===== src/rtl/repeat_iogroup_bank.sv =====
// Wishbone-classic slave exposing N_CHAN repeated register groups: one RW control register
// and one sticky W1C status register per channel, plus bus error on unmapped channels.
module repeat_iogroup_bank #(
  parameter int unsigned       N_CHAN  = 2,
  parameter int unsigned       REG_W   = 32,
  parameter logic [REG_W-1:0]  CTL_RST = '0,
  parameter int unsigned       AW      = ((N_CHAN > 1) ? $clog2(N_CHAN) : 1) + 1
) (
  input  logic                    clk_i,
  input  logic                    rst_n_i,
  input  logic                    wb_cyc_i,
  input  logic                    wb_stb_i,
  input  logic [AW-1:0]           wb_adr_i,
  input  logic [3:0]              wb_sel_i,
  input  logic                    wb_we_i,
  input  logic [31:0]             wb_dat_i,
  output logic                    wb_ack_o,
  output logic                    wb_err_o,
  output logic                    wb_rty_o,
  output logic                    wb_stall_o,
  output logic [31:0]             wb_dat_o,
  output logic [N_CHAN*REG_W-1:0] ctl_o,
  output logic [N_CHAN-1:0]       ctl_wr_o,
  input  logic [N_CHAN*REG_W-1:0] sts_i
);
  localparam int unsigned CW = AW - 1;

  logic                           en, rd_req, wr_req;
  logic                           rd_hit, wr_hit;
  logic [CW-1:0]                  rd_chan, wr_chan;
  logic [REG_W-1:0]               rd_val, lane_mask;
  logic [N_CHAN-1:0][REG_W-1:0]   clr;

  logic                           rip_q, rip_d, wip_q, wip_d;
  logic                           rd_ack_q, rd_ack_d, rd_err_q, rd_err_d;
  logic                           wr_ack_q, wr_ack_d, wr_err_q, wr_err_d;
  logic [31:0]                    dat_q, dat_d;
  logic                           wreq_q, wreq_d;
  logic [AW-1:0]                  wadr_q, wadr_d;
  logic [REG_W-1:0]               wdat_q, wdat_d;
  logic [3:0]                     wsel_q, wsel_d;
  logic [N_CHAN-1:0][REG_W-1:0]   ctl_q, ctl_d, sts_q, sts_d;
  logic [N_CHAN-1:0]              ctl_wr_q, ctl_wr_d;

  logic unused_dat, unused_sel;
  assign unused_dat = ^wb_dat_i;
  assign unused_sel = ^wsel_q;

  // Read path: decoded straight off the live bus address, answered one cycle later.
  always_comb begin
    en      = wb_cyc_i & wb_stb_i;
    rd_req  = en & ~wb_we_i & ~rip_q;
    wr_req  = en & wb_we_i & ~wip_q;
    rd_chan = wb_adr_i[AW-1:1];
    rd_hit  = 1'b0;
    rd_val  = '0;
    for (int c = 0; c < int'(N_CHAN); c++) begin
      if (rd_chan == CW'(c)) begin
        rd_hit = 1'b1;
        rd_val = wb_adr_i[0] ? sts_q[c] : ctl_q[c];
      end
    end
    rd_ack_d = rd_req & rd_hit;
    rd_err_d = rd_req & ~rd_hit;
    dat_d    = (rd_req && rd_hit) ? 32'(rd_val) : 32'h0;
    rip_d    = rd_req | (rip_q & ~(rd_ack_q | rd_err_q));
    wip_d    = wr_req | (wip_q & ~(wr_ack_q | wr_err_q));
    wreq_d   = wr_req;
    wadr_d   = wb_adr_i;
    wdat_d   = wb_dat_i[REG_W-1:0];
    wsel_d   = wb_sel_i;
  end

  // Write path: works only from the d0 registers so a following read cannot disturb it.
  always_comb begin
    wr_chan  = wadr_q[AW-1:1];
    wr_hit   = 1'b0;
    ctl_d    = ctl_q;
    ctl_wr_d = '0;
    clr      = '0;
    for (int i = 0; i < int'(REG_W); i++) begin
      lane_mask[i] = wsel_q[i/8];
    end
    for (int c = 0; c < int'(N_CHAN); c++) begin
      if (wreq_q && (wr_chan == CW'(c))) begin
        wr_hit = 1'b1;
        if (!wadr_q[0]) begin
          ctl_d[c]    = (ctl_q[c] & ~lane_mask) | (wdat_q & lane_mask);
          ctl_wr_d[c] = 1'b1;
        end else begin
          clr[c] = wdat_q & lane_mask;
        end
      end
      // New events are OR'd in after the clear so a coincident set survives.
      sts_d[c] = (sts_q[c] & ~clr[c]) | sts_i[c*REG_W +: REG_W];
    end
    wr_ack_d = wreq_q & wr_hit;
    wr_err_d = wreq_q & ~wr_hit;
  end

  always_ff @(posedge clk_i or negedge rst_n_i) begin
    if (!rst_n_i) begin
      rip_q    <= 1'b0;
      wip_q    <= 1'b0;
      rd_ack_q <= 1'b0;
      rd_err_q <= 1'b0;
      wr_ack_q <= 1'b0;
      wr_err_q <= 1'b0;
      dat_q    <= '0;
      wreq_q   <= 1'b0;
      wadr_q   <= '0;
      wdat_q   <= '0;
      wsel_q   <= '0;
      ctl_q    <= {N_CHAN{CTL_RST}};
      sts_q    <= '0;
      ctl_wr_q <= '0;
    end else begin
      rip_q    <= rip_d;
      wip_q    <= wip_d;
      rd_ack_q <= rd_ack_d;
      rd_err_q <= rd_err_d;
      wr_ack_q <= wr_ack_d;
      wr_err_q <= wr_err_d;
      dat_q    <= dat_d;
      wreq_q   <= wreq_d;
      wadr_q   <= wadr_d;
      wdat_q   <= wdat_d;
      wsel_q   <= wsel_d;
      ctl_q    <= ctl_d;
      sts_q    <= sts_d;
      ctl_wr_q <= ctl_wr_d;
    end
  end

  assign wb_ack_o   = rd_ack_q | wr_ack_q;
  assign wb_err_o   = rd_err_q | wr_err_q;
  assign wb_rty_o   = 1'b0;
  assign wb_stall_o = en & ~(wb_ack_o | wb_err_o);
  assign wb_dat_o   = dat_q;
  assign ctl_o      = ctl_q;
  assign ctl_wr_o   = ctl_wr_q;

endmodule


===== config.mk =====
export PLATFORM = sky130hd
export DESIGN_NAME = repeat_iogroup_bank
export DESIGN_NICKNAME = d
export VERILOG_FILES = /design/src/rtl/repeat_iogroup_bank.sv
export SDC_FILE = /design/constraint.sdc
export NUM_CORES = 1
export LEC_CHECK = 0
export ABC_AREA = 0
export ABC_CLOCK_PERIOD_IN_PS = 1350
export BUFFER_PORTS_ARGS = -buffer_cell sky130_fd_sc_hd__buf_2
export CAP_MARGIN = 5
export CORE_UTILIZATION = 30
export CTS_CLUSTER_SIZE = 10
export DETAILED_ROUTE_END_ITERATION = 8
export PLACE_DENSITY_LB_ADDON = 0.2
export SLEW_MARGIN = 25
export SYNTH_ARGS = -nofsm -noshare
export SYNTH_HDL_FRONTEND = slang
export SYNTH_SLANG_ARGS = --single-unit

===== constraint.sdc =====
create_clock -name clk_i -period 1.35 [get_ports clk_i]
set_input_delay 0.0675 -clock clk_i [delete_from_list [all_inputs] [get_ports clk_i]]
set_output_delay 0.0675 -clock clk_i [all_outputs]
set_load 0.01 [all_outputs]

* After elaboration in Yosys (flattened, before gate mapping)
Index checks and enable logic that the tools add are counted.
Storage, ports and cells: register bits 206, output and inout port bits 102
Cells by class: multiplexer cells 12, bitwise gates (word level) 36, reduce and logical (&&, ||, !) cells 4
Operators by type and width (number):
- $mux 32 | 7
- $and 32x32->32 | 5
- $or 32x32->32 | 4
- $not 32->32 | 3
- $and 1x1->1 | 10
- $not 1->1 | 9
- $mux 1 | 5
- $or 1x1->1 | 5
- $reduce_and 2->1 | 2
- $logic_and 1x1->1 | 2

* Longest topological paths before layout
Gate-level depths: netlist of run 1.
word-level depth 6, depth in mapped cells 5, mapped depth without buffers 2

* Least setup slack after synthesis of run 1
OpenSTA, ideal clock, no wires.
path type register -> register, from reg wadr_q[1], to reg (tool-made name), setup time 125 ps, data arrival time 1195 ps, data required time 1225 ps, setup slack 31 ps, stages on the path, launching flop included 4, path buffers 1, path through dfrtp_1 and4bb_2 buf_2 mux2_2
RTL lines:
- from (decl) | line 39 | logic [AW-1:0] wadr_q, wadr_d;
- from (signal assigned) | line 126 | wadr_q <= wadr_d;

==> out/metrics.yaml, run 1 <==
dp_hpwl_mm: 14.2
finalPower_mw: 15.4
ys_warn_count: 0
insertion_delay_ns: 0.51
area_growth_pct: 47.7
fin_skew_ns: 0.00910
setup_tns_ns: -2.18
clock_path_buffers: 3
r2r_setup_slack_ns: -0.09
p_per_area_mw_per_mm2: 1280
cts.sinks: 206
final_cells: 1282
grt_pass1_wl_mm: 34.1
dp_slack_ns: -0.151
first_pass_iters: 4
setup_viol_count_final: 40
gp_congestion: 0.716
clkPwrFrac_pct: 38.4
final_cell_mix: "dfrtp_1, buf_2, dlygate4sd3_1"
power_frac_comb_pct: 15.3
end_kind: "flop"
path_cells: "buf_6, and4bb_4, mux2_4"
path_class: "reg -> reg"
crit_family: "simple AND/OR/NAND/NOR gates"
nets: 1047
place_inst: 1138
rows: 59
setup_ws_ns: -0.0873
fin_crit_ns: 1.44
p_sw_share_pct: 24.4
violations: "setup timing"
crit_fanout: 8
synth_cell_type_count: 25
cts_tree: "yes"
cp.depth: 3
ys.flop_type: "dfrtp_1"
drv_slew: 0
drive_gt1_share_pct: 41.0
cts_root_buffer: "clkbuf_16"
drt_wl_total_mm: 21.4
seq_area_frac_synth_pct: 63.3
start_util_pct: 30.9
cts.htree.levels: 1
drt_iter0_markers: 291
fmax_mhz: 696
grt_usage_pct: 15.6
grt_remaining_overflow: 0
crit_path_start: "wadr_q[1]"
port_buffers: 207
die_h_um: 167
cap_violations: 0
leakagePower_nw: 5.80
wl_per_cell_um: 16.7
regArea_mm2: 0.00515
drt_drc_violations_left: 0
syn_inst: 585
core_area_mm2: 0.0264
io_pins: 209
p_sw_mw: 3.75
fill_cells: 2434
vdd_drop_max_uv: 765
netlist_area_mm2: 0.00815
holdCritPathClass: "in -> reg"
antenna_found_initial: 1
cp_num_buf_inv: 1
fp.dieW_um: 167
ff2ff_path_depth: 3
rsz0062_at_grt: "yes"
numCtsBuffers: 25
cp.required_ns: 1.74
synth_edf_count: 0
ys_async_sr_fraction_pct: 100
r2r_start: "wadr_q[1]"
outcome: "complete, but fails checks"
grt_max_degree: 53
multi_input_area_mm2: 0.00279
vias: 5738
antenna_left: 0
period_share_pct: 106
grt_pass1_vias: 5934
internal_power_mw: 11.6
startpoint_type: "flop"
finalHoldViolations: 0
avgSynthCellArea_um2: 13.9
cts.reportedPaths.clkPinSlew_ns: 0.05
die_area_mm2: 0.0278
sequentialPowerShare_pct: 46.3
whs_ns: 0.0610
critPathArrivalTime_ns: 1.82
slowest_stage: "and4bb_4"
via_per_inst: 4.48
ys_ff_latch: 206
max_stage_delay_ns: 0.47
-- power by group through the flow --
stage	sequential, mW	clock [mW]	combinational, mW
after detailed placement	7.22	0	1.96
after CTS	7.13	6.16	2.32
final	7.13	5.92	2.36
after floorplan	7.28	0	0.760
after global placement	7.23	0	1.93
after global routing	7.20	6.42	2.56
-- what timing repair did --
item / 4_1_cts / 5_1_grt
resized for setup: 50 / 23
hold endpoints to repair: 309 / 0
endpoints found under the setup margin: 59 / 76
setup buffers: 2 / 3
pin swaps: 4 / 3
hold buffers: 105 / 0
-- worst register-to-register path: stages (launching register included) --
cell and delay [ns]:
dfrtp_1 0.39, buf_6 0.13, and4bb_4 0.47, mux2_4 0.33
-- worst min path at each step --
stage | startpoint | endpoint | slack [ns] | cells past startpoint
3_5_place_dp | rst_n_i | sts_q[3] | 0.04 | 1
6_report | wb_adr_i[0] | wadr_q[0] | 0.06 | 3
4_1_cts | wb_adr_i[0] | wadr_q[0] | 0.04 | 3
2_1_floorplan | rst_n_i | async pin | -0.23 | 0
3_3_place_gp | rst_n_i | wb_dat_o[3] | 0.04 | 1
5_1_grt | wb_adr_i[0] | wadr_q[0] | 0.04 | 3
-- through the flow --
stage | area (µm²) | utilization, %
2_1_floorplan | 8150 | -
3_3_place_gp | 9960 | 37.8
4_1_cts | 11900 | 45.2
5_1_grt | 12000 | 45.7
3_5_place_dp | 9960 | 37.8
6_report | 12000 | 45.7
-- cells in the mapped netlist, types with 4 or more instances --
| cell | number | area (µm²) |
|---|---|---|
| nand4b_2 | 4 | 60.1 |
| clkbuf_1 | 6 | 22.5 |
| and4_1 | 4 | 35.0 |
| mux4_2 | 30 | 676 |
| buf_2 | 16 | 80.1 |
| and4b_1 | 4 | 40.0 |
| inv_1 | 66 | 248 |
| a31oi_1 | 64 | 400 |
| and2_1 | 32 | 200 |
| nor2_1 | 65 | 244 |
| mux2_2 | 64 | 721 |
| dfrtp_1 | 206 | 5150 |
| and4bb_2 | 5 | 62.6 |
-- metal layers --
metal  GRT usage, %  part of all wire, %
met5              0                    0
met4           4.11                  2.1
met3           2.95                  4.8
met2           24.2                   45
met1           22.4                   48
-- cell type report --
cell class | count | share of cell area [%]
timing repair buffer | 356 | 22.6
tap | 335 | 3.48
clock inverter | 2 | 0.291
sequential | 206 | 42.8
multi-input combinational | 285 | 23.2
clock buffer | 31 | 5.47
inverter | 66 | 2.06
antenna | 1 | 0.0208
-- cell families (layout without fill, tap and decap cells) --
group	after synthesis	after routing	synth area share (%)
simple gates	121	121	8.34
mux	96	96	17.8
flops	206	206	63.3
buf+inv	95	455	5.45
other cells	1	3	0.0460
compound gates	66	66	5.11
(Power assumes the default switching activity.)
==> inputs of run 2 (changes only) <==
--- a/config.mk
+++ b/config.mk
@@ -13,6 +13,7 @@
 export CTS_CLUSTER_SIZE = 10
 export DETAILED_ROUTE_END_ITERATION = 8
 export PLACE_DENSITY_LB_ADDON = 0.2
+export RECOVER_POWER = 100
 export SLEW_MARGIN = 25
 export SYNTH_ARGS = -nofsm -noshare
 export SYNTH_HDL_FRONTEND = slang
==> run 2 against run 1 <==
  * The flow still finishes with violations (setup timing)
  * Via count is 0.77% higher
  * Final cell count stayed put
  * Power is 0.99% lower
  * Core utilization is 1.1 points lower
  * Die area stayed put
  * Worst hold slack better by 0.0027 ns
  * Design area is 2.4% lower
==> out/metrics.yaml, run 2 (synthesis results as in run 1) <==
outcome: "complete, but fails checks"
violations: "setup timing"
antenna_left: 0  # unchanged
met2_usage_pct: 24.2  # unchanged
cts.reportedPaths.clkPinSlew_ns: 0.05  # about the same
met1_usage_pct: 22.4  # unchanged
min_from: "wb_adr_i[0]"
grt_use_met3_pct: 2.95  # unchanged
cts.htree.levels: 1  # unchanged
end_kind: "output port"
drv_slew: 0  # unchanged
slew_headroom_pct: 48.1
drt_wl_total_mm: 21.4  # +0.10%
period_share_pct: 106  # about the same
final_cell_mix: "dfrtp_1, clkbuf_1, buf_2"
nets: 1047  # unchanged
insertion_delay_ns: 0.51  # about the same
core_area_mm2: 0.0264  # unchanged
p_per_area_mw_per_mm2: 1300  # +1.4%
hold_depth: 3  # unchanged
grt_usage_pct: 15.6  # unchanged
numCtsBuffers: 25  # unchanged
p_sw_mw: 3.76  # about the same
grt_pass1_wl_mm: 34.1  # unchanged
cp.required_ns: 1.28  # -0.46 ns
path_class: "reg -> out"
final_cells: 1282  # unchanged
leakagePower_nw: 5.35  # -7.7%
critPathArrivalTime_ns: 1.37  # -0.45 ns
finalPower_mw: 15.3  # -0.99%
busiest_layer: "met2"
vdd_drop_max_uv: 764  # about the same
drive_gt1_share_pct: 29.8  # -11 points
antenna_found_initial: 1  # unchanged
drt_drc_violations_left: 0  # unchanged
area_growth_pct: 44.1
cap_violations: 0  # unchanged
die_area_mm2: 0.0278  # unchanged
r2r_setup_slack_ns: -0.08  # about the same
grt_pass1_vias: 5934  # unchanged
setup_viol_count_final: 42  # +5.0%
worstMarginPinSlew_ns: 0.779
ff2ff_path_depth: 4  # +1
fp.dieW_um: 167  # unchanged
cts_root_buffer: "clkbuf_16"
clock_path_buffers: 3  # unchanged
crit_fanout: 2  # -6
p_sw_share_pct: 24.6  # +0.27 points
hold_path_end: "wadr_q[0]"
die_h_um: 167  # unchanged
internal_power_mw: 11.5  # -1.3%
fill_cells: 2516  # +3.4%
cts.sinks: 206  # unchanged
final_common_cell: "dfrtp_1"
via_per_inst: 4.51  # +0.77%
start_util_pct: 30.9  # unchanged
rsz0062_at_grt: "yes"
setup_ws_ns: -0.0859  # +0.00135 ns
fin_area_mm2: 0.0117  # -2.4%
startpoint_type: "flop"
drt_iter0_markers: 314  # +7.9%
dp_slack_ns: -0.151  # unchanged
power_frac_comb_pct: 14.4  # -0.9 points
wl_per_cell_um: 16.7  # +0.10%
cts_tree: "yes"
port_buffers: 207  # unchanged
grt_remaining_overflow: 0  # unchanged
dp_hpwl_mm: 14.2  # unchanged
grt_max_degree: 53  # unchanged
sequentialPowerShare_pct: 46.8  # +0.5 points
fmax_mhz: 696  # about the same
finalHoldViolations: 0  # unchanged
setup_tns_ns: -2.16  # +0.0166 ns
place_inst: 1138  # unchanged
gp_congestion: 0.716  # unchanged
first_pass_iters: 6  # +2
fin_crit_ns: 1.44  # -0.00135 ns
dpl_cell_area_mm2: 0.00996  # unchanged
fin_skew_ns: 0.00972  # +0.000625 ns
clkPwrFrac_pct: 38.8  # +0.4 points
holdCritPathClass: "in -> reg"
r2r_start: "wadr_q[1]"
vias: 5782  # +0.77%
io_pins: 209  # unchanged
rows: 59  # unchanged
-- run 2: changes by cell type in the layout (fill, tap and decap cells not counted), moves of 5 or more --
cell	change
buf_2	-99
buf_12	-10
clkbuf_2	+6
clkbuf_4	+5
buf_4	-7
clkbuf_1	+104
-- run 2: power by group through the flow --
stage	Clock [mW]	Combinational [mW]	Sequential [mW]
after floorplan	0	0.760	7.28
after global placement	0	1.93	7.23
after detailed placement	0	1.96	7.22
after CTS	6.16	2.32	7.13
after global routing	6.42	2.39	7.21
final	5.92	2.20	7.14
-- run 2: layout make-up --
class                   count  area, µm²  share of cell area (%)
multi-input cells         285       2790                    23.7
well taps                 335        419                    3.57
flip-flops and latches    206       5150                    43.9
clock buffers              31        658                    5.60
repair buffers            356       2440                    20.8
inverters                  66        248                    2.11
clock inverters             2       35.0                   0.298
diodes                      1       2.50                  0.0213
-- run 2: worst max-delay path: stages, from the launching register on --
cell and delay [ns]:
dfrtp_1 0.39, or2_4 0.24, nor3_2 0.09, buf_2 0.14
-- run 2: per-layer routing --
layer	vias up	wire length [µm]
met5	-	0
met1	2824	10300
met2	187	9610
li1	2736	-
met3	35	1070
met4	0	453
-- run 2: worst max path at each step --
stage | from | end | slack (ns)
after floorplan | wadr_q[1] | flop | 0.03
after global placement | wadr_q[0] | flop | -0.13
after detailed placement | wadr_q[0] | flop | -0.15
after CTS | wr_ack_q | wb_stall_o | -0.13
after global routing | wr_ack_q | wb_stall_o | -0.15
final | wr_ack_q | wb_stall_o | -0.09
-- run 2: what timing repair did --
action | in CTS | in global routing
endpoints found under the setup margin | 59 | 76
pin swaps | 4 | 3
hold buffers | 105 | 0
buffers inserted | 2 | 3
gates resized for setup | 50 | 23
endpoints found under the hold margin | 309 | 0
-- run 2: through the flow --
step | hold slack (ns) | utilization [%]
floorplan | -0.228 | -
global placement | 0.0408 | 37.8
detailed placement | 0.0387 | 37.8
CTS | 0.0416 | 45.2
global route | 0.0377 | 44.6
finish | 0.0637 | 44.6
==> inputs of run 3 (changes only) <==
--- a/config.mk
+++ b/config.mk
@@ -6,7 +6,7 @@
 export NUM_CORES = 1
 export LEC_CHECK = 0
 export ABC_AREA = 0
-export ABC_CLOCK_PERIOD_IN_PS = 1350
+export ABC_CLOCK_PERIOD_IN_PS = 1480
 export BUFFER_PORTS_ARGS = -buffer_cell sky130_fd_sc_hd__buf_2
 export CAP_MARGIN = 5
 export CORE_UTILIZATION = 30
==> constraint.sdc (replaced) <==
create_clock -name clk_i -period 1.48 [get_ports clk_i]
set_input_delay 0.074 -clock clk_i [delete_from_list [all_inputs] [get_ports clk_i]]
set_output_delay 0.074 -clock clk_i [all_outputs]
set_load 0.01 [all_outputs]
==> run 3 against run 2 <==
  * The run still ends with setup timing left
  * Clock skew grew 0.0018 ns
  * Worst hold slack improved by 0.14 ns
  * Combinational power is 16% lower
  * Sequential share of layout area up 1.3 points
  * Sequential cell count did not move
  * Global-route usage about the same
  * Routed wire length decreased by 0.50%
  * Critical path type is now reg -> reg
  * Largest cell class unchanged
  * Largest power group unchanged
==> out/metrics.yaml, run 3 (synthesis results as in run 1) <==
outcome: "complete, but fails checks"
violations: "setup timing"
grt_max_degree: 51  # -3.8%
ff2ff_path_depth: 3  # -1
cts.htree.levels: 1  # unchanged
cts.reportedPaths.clkPinSlew_ns: 0.06  # about the same
fill_cells: 2478  # -1.5%
post-cts-setup-buffers: 0  # -2
cts_root_buffer: "clkbuf_16"
fin_crit_ns: 1.51
p_per_area_mw_per_mm2: 1210  # -6.8%
antenna_left: 0  # unchanged
grt_pass1_vias: 5946  # +0.20%
dp_hpwl_mm: 13.9  # -2.3%
startpoint_type: "flop"
die_h_um: 167  # unchanged
end_kind: "flop"
final_cell_mix: "dfrtp_1, buf_2, clkbuf_1"
fmax_mhz: 663
drt_drc_violations_left: 0  # unchanged
clock_path_buffers: 3  # unchanged
final_common_cell: "dfrtp_1"
die_area_mm2: 0.0278  # unchanged
first_pass_iters: 4  # -2
fp.dieW_um: 167  # unchanged
final_util_pct: 43.3  # -1.3 points
insertion_delay_ns: 0.51  # about the same
core_area_mm2: 0.0264  # unchanged
crit_fanout: 18  # +16
final_cells: 1266  # -1.2%
drt_wl_total_mm: 21.3  # -0.50%
drive_gt1_share_pct: 28.5  # -1.3 points
finalHoldViolations: 0  # unchanged
critPathArrivalTime_ns: 1.91  # +0.54 ns
dpl_cell_area_mm2: 0.00976  # -2.0%
p_sw_share_pct: 24.9  # +0.26 points
nets: 1031  # -1.5%
grt_remaining_overflow: 0  # unchanged
place_inst: 1126  # -1.1%
p_sw_mw: 3.43  # -8.6%
slew_headroom_pct: 15.4  # -33 points
path_class: "reg -> reg"
fin_skew_ns: 0.0116  # +0.00185 ns
slowest_stage: "and4bb_4"
rows: 59  # unchanged
sequentialPowerShare_pct: 47.2  # +0.4 points
power_frac_comb_pct: 13.4  # -1.0 points
internal_power_mw: 10.4  # -9.9%
holdCritPathClass: "in -> reg"
worstMarginPinSlew_ns: 1.27  # +0.489 ns
hold_depth: 2  # -1
setup_viol_count_final: 30  # -29%
grt_usage_pct: 15.6  # -0.042 points
whs_ns: 0.202  # +0.139 ns
path_cells: "clkbuf_4, and4bb_4, mux2_2"
vias: 5731  # -0.88%
antenna_found_initial: 1  # unchanged
period_share_pct: 102
gp_congestion: 0.713  # -0.40%
port_buffers: 207  # unchanged
numCtsBuffers: 25  # unchanged
fin_area_mm2: 0.0114  # -3.0%
via_per_inst: 4.53  # +0.37%
rsz0062_at_grt: "yes"
leakagePower_nw: 5.10  # -4.8%
cts.sinks: 206  # unchanged
setup_ws_ns: -0.0289  # +0.0570 ns
wl_per_cell_um: 16.8  # +0.75%
io_pins: 209  # unchanged
cts_tree: "yes"
max_stage_delay_ns: 0.47  # +0.08 ns
area_growth_pct: 39.9
start_util_pct: 30.9  # unchanged
drt_iter0_markers: 288  # -8.3%
vdd_drop_max_uv: 609  # -20%
cap_violations: 0  # unchanged
cp.required_ns: 1.88  # +0.60 ns
setup_tns_ns: -0.271  # +1.89 ns
drv_slew: 0  # unchanged
grt_pass1_wl_mm: 33.8  # -0.87%
clkPwrFrac_pct: 39.4  # +0.6 points
run 3: final timing paths:
check	slack, ns	endpoint	from
min	0.20	wdat_q[25]	wb_dat_i[25]
min reg2reg	0.47	rip_q	rip_q
max	-0.03	flop	wadr_q[1]
min in group asynchronous	0.39	wdat_q[3]	rst_n_i
max in group asynchronous	0.17	wdat_q[30]	rst_n_i
max reg2reg	-0.03	flop	wadr_q[1]
run 3: timing repair:
action / CTS / global route
resized for setup: 5 / 17
endpoints found under the setup margin: 22 / 16
gates cloned: 0 / 0
pin swaps: 0 / 3
hold endpoints to repair: 309 / 0
hold buffers: 106 / 0
run 3: area by class of cell:
cell class	instances	area (µm²)	share of cell area [%]
repair buffers	340	2250	19.8
clock inverters	2	35.0	0.307
flip-flops and latches	206	5150	45.2
multi-input cells	285	2630	23.1
well taps	335	419	3.68
inverters	66	248	2.17
clock buffers	31	658	5.77
diodes	1	2.50	0.0220
run 3: power by group through the flow:
stage          logic [mW]  clock network (mW)  registers, mW
4_1_cts              1.96                5.63           6.50
2_1_floorplan       0.693                   0           6.64
5_1_grt              2.03                5.85           6.57
3_3_place_gp         1.71                   0           6.60
6_report             1.85                5.43           6.51
3_5_place_dp         1.73                   0           6.58
run 3: metal layers:
layer  routed length [µm]  share of wire [%]  up-vias  track usage [%]
met1                10200                 48     2808             22.1
li1                     -                  -     2715                -
met2                 9650                 45      179             24.4
met4                  374                1.8        0             4.23
met5                    0                  0        -                0
met3                 1080                5.0       29             2.88
run 3: worst max-delay path: cells and delay by family (launching register included):
kind | cells | cell delay [ns]
and+or+nand+nor | 1 | 0.47
muxes | 1 | 0.36
buffers and inverters | 1 | 0.22
DFF | 1 | 0.35
run 3: metrics by stage:
step / total power [mW] / setup slack, ns
6_report: 13.8 / -0.0289
5_1_grt: 14.5 / -0.0984
4_1_cts: 14.1 / -0.0255
3_5_place_dp: 8.32 / -0.0578
3_3_place_gp: 8.30 / -0.0227
2_1_floorplan: 7.33 / 0.161
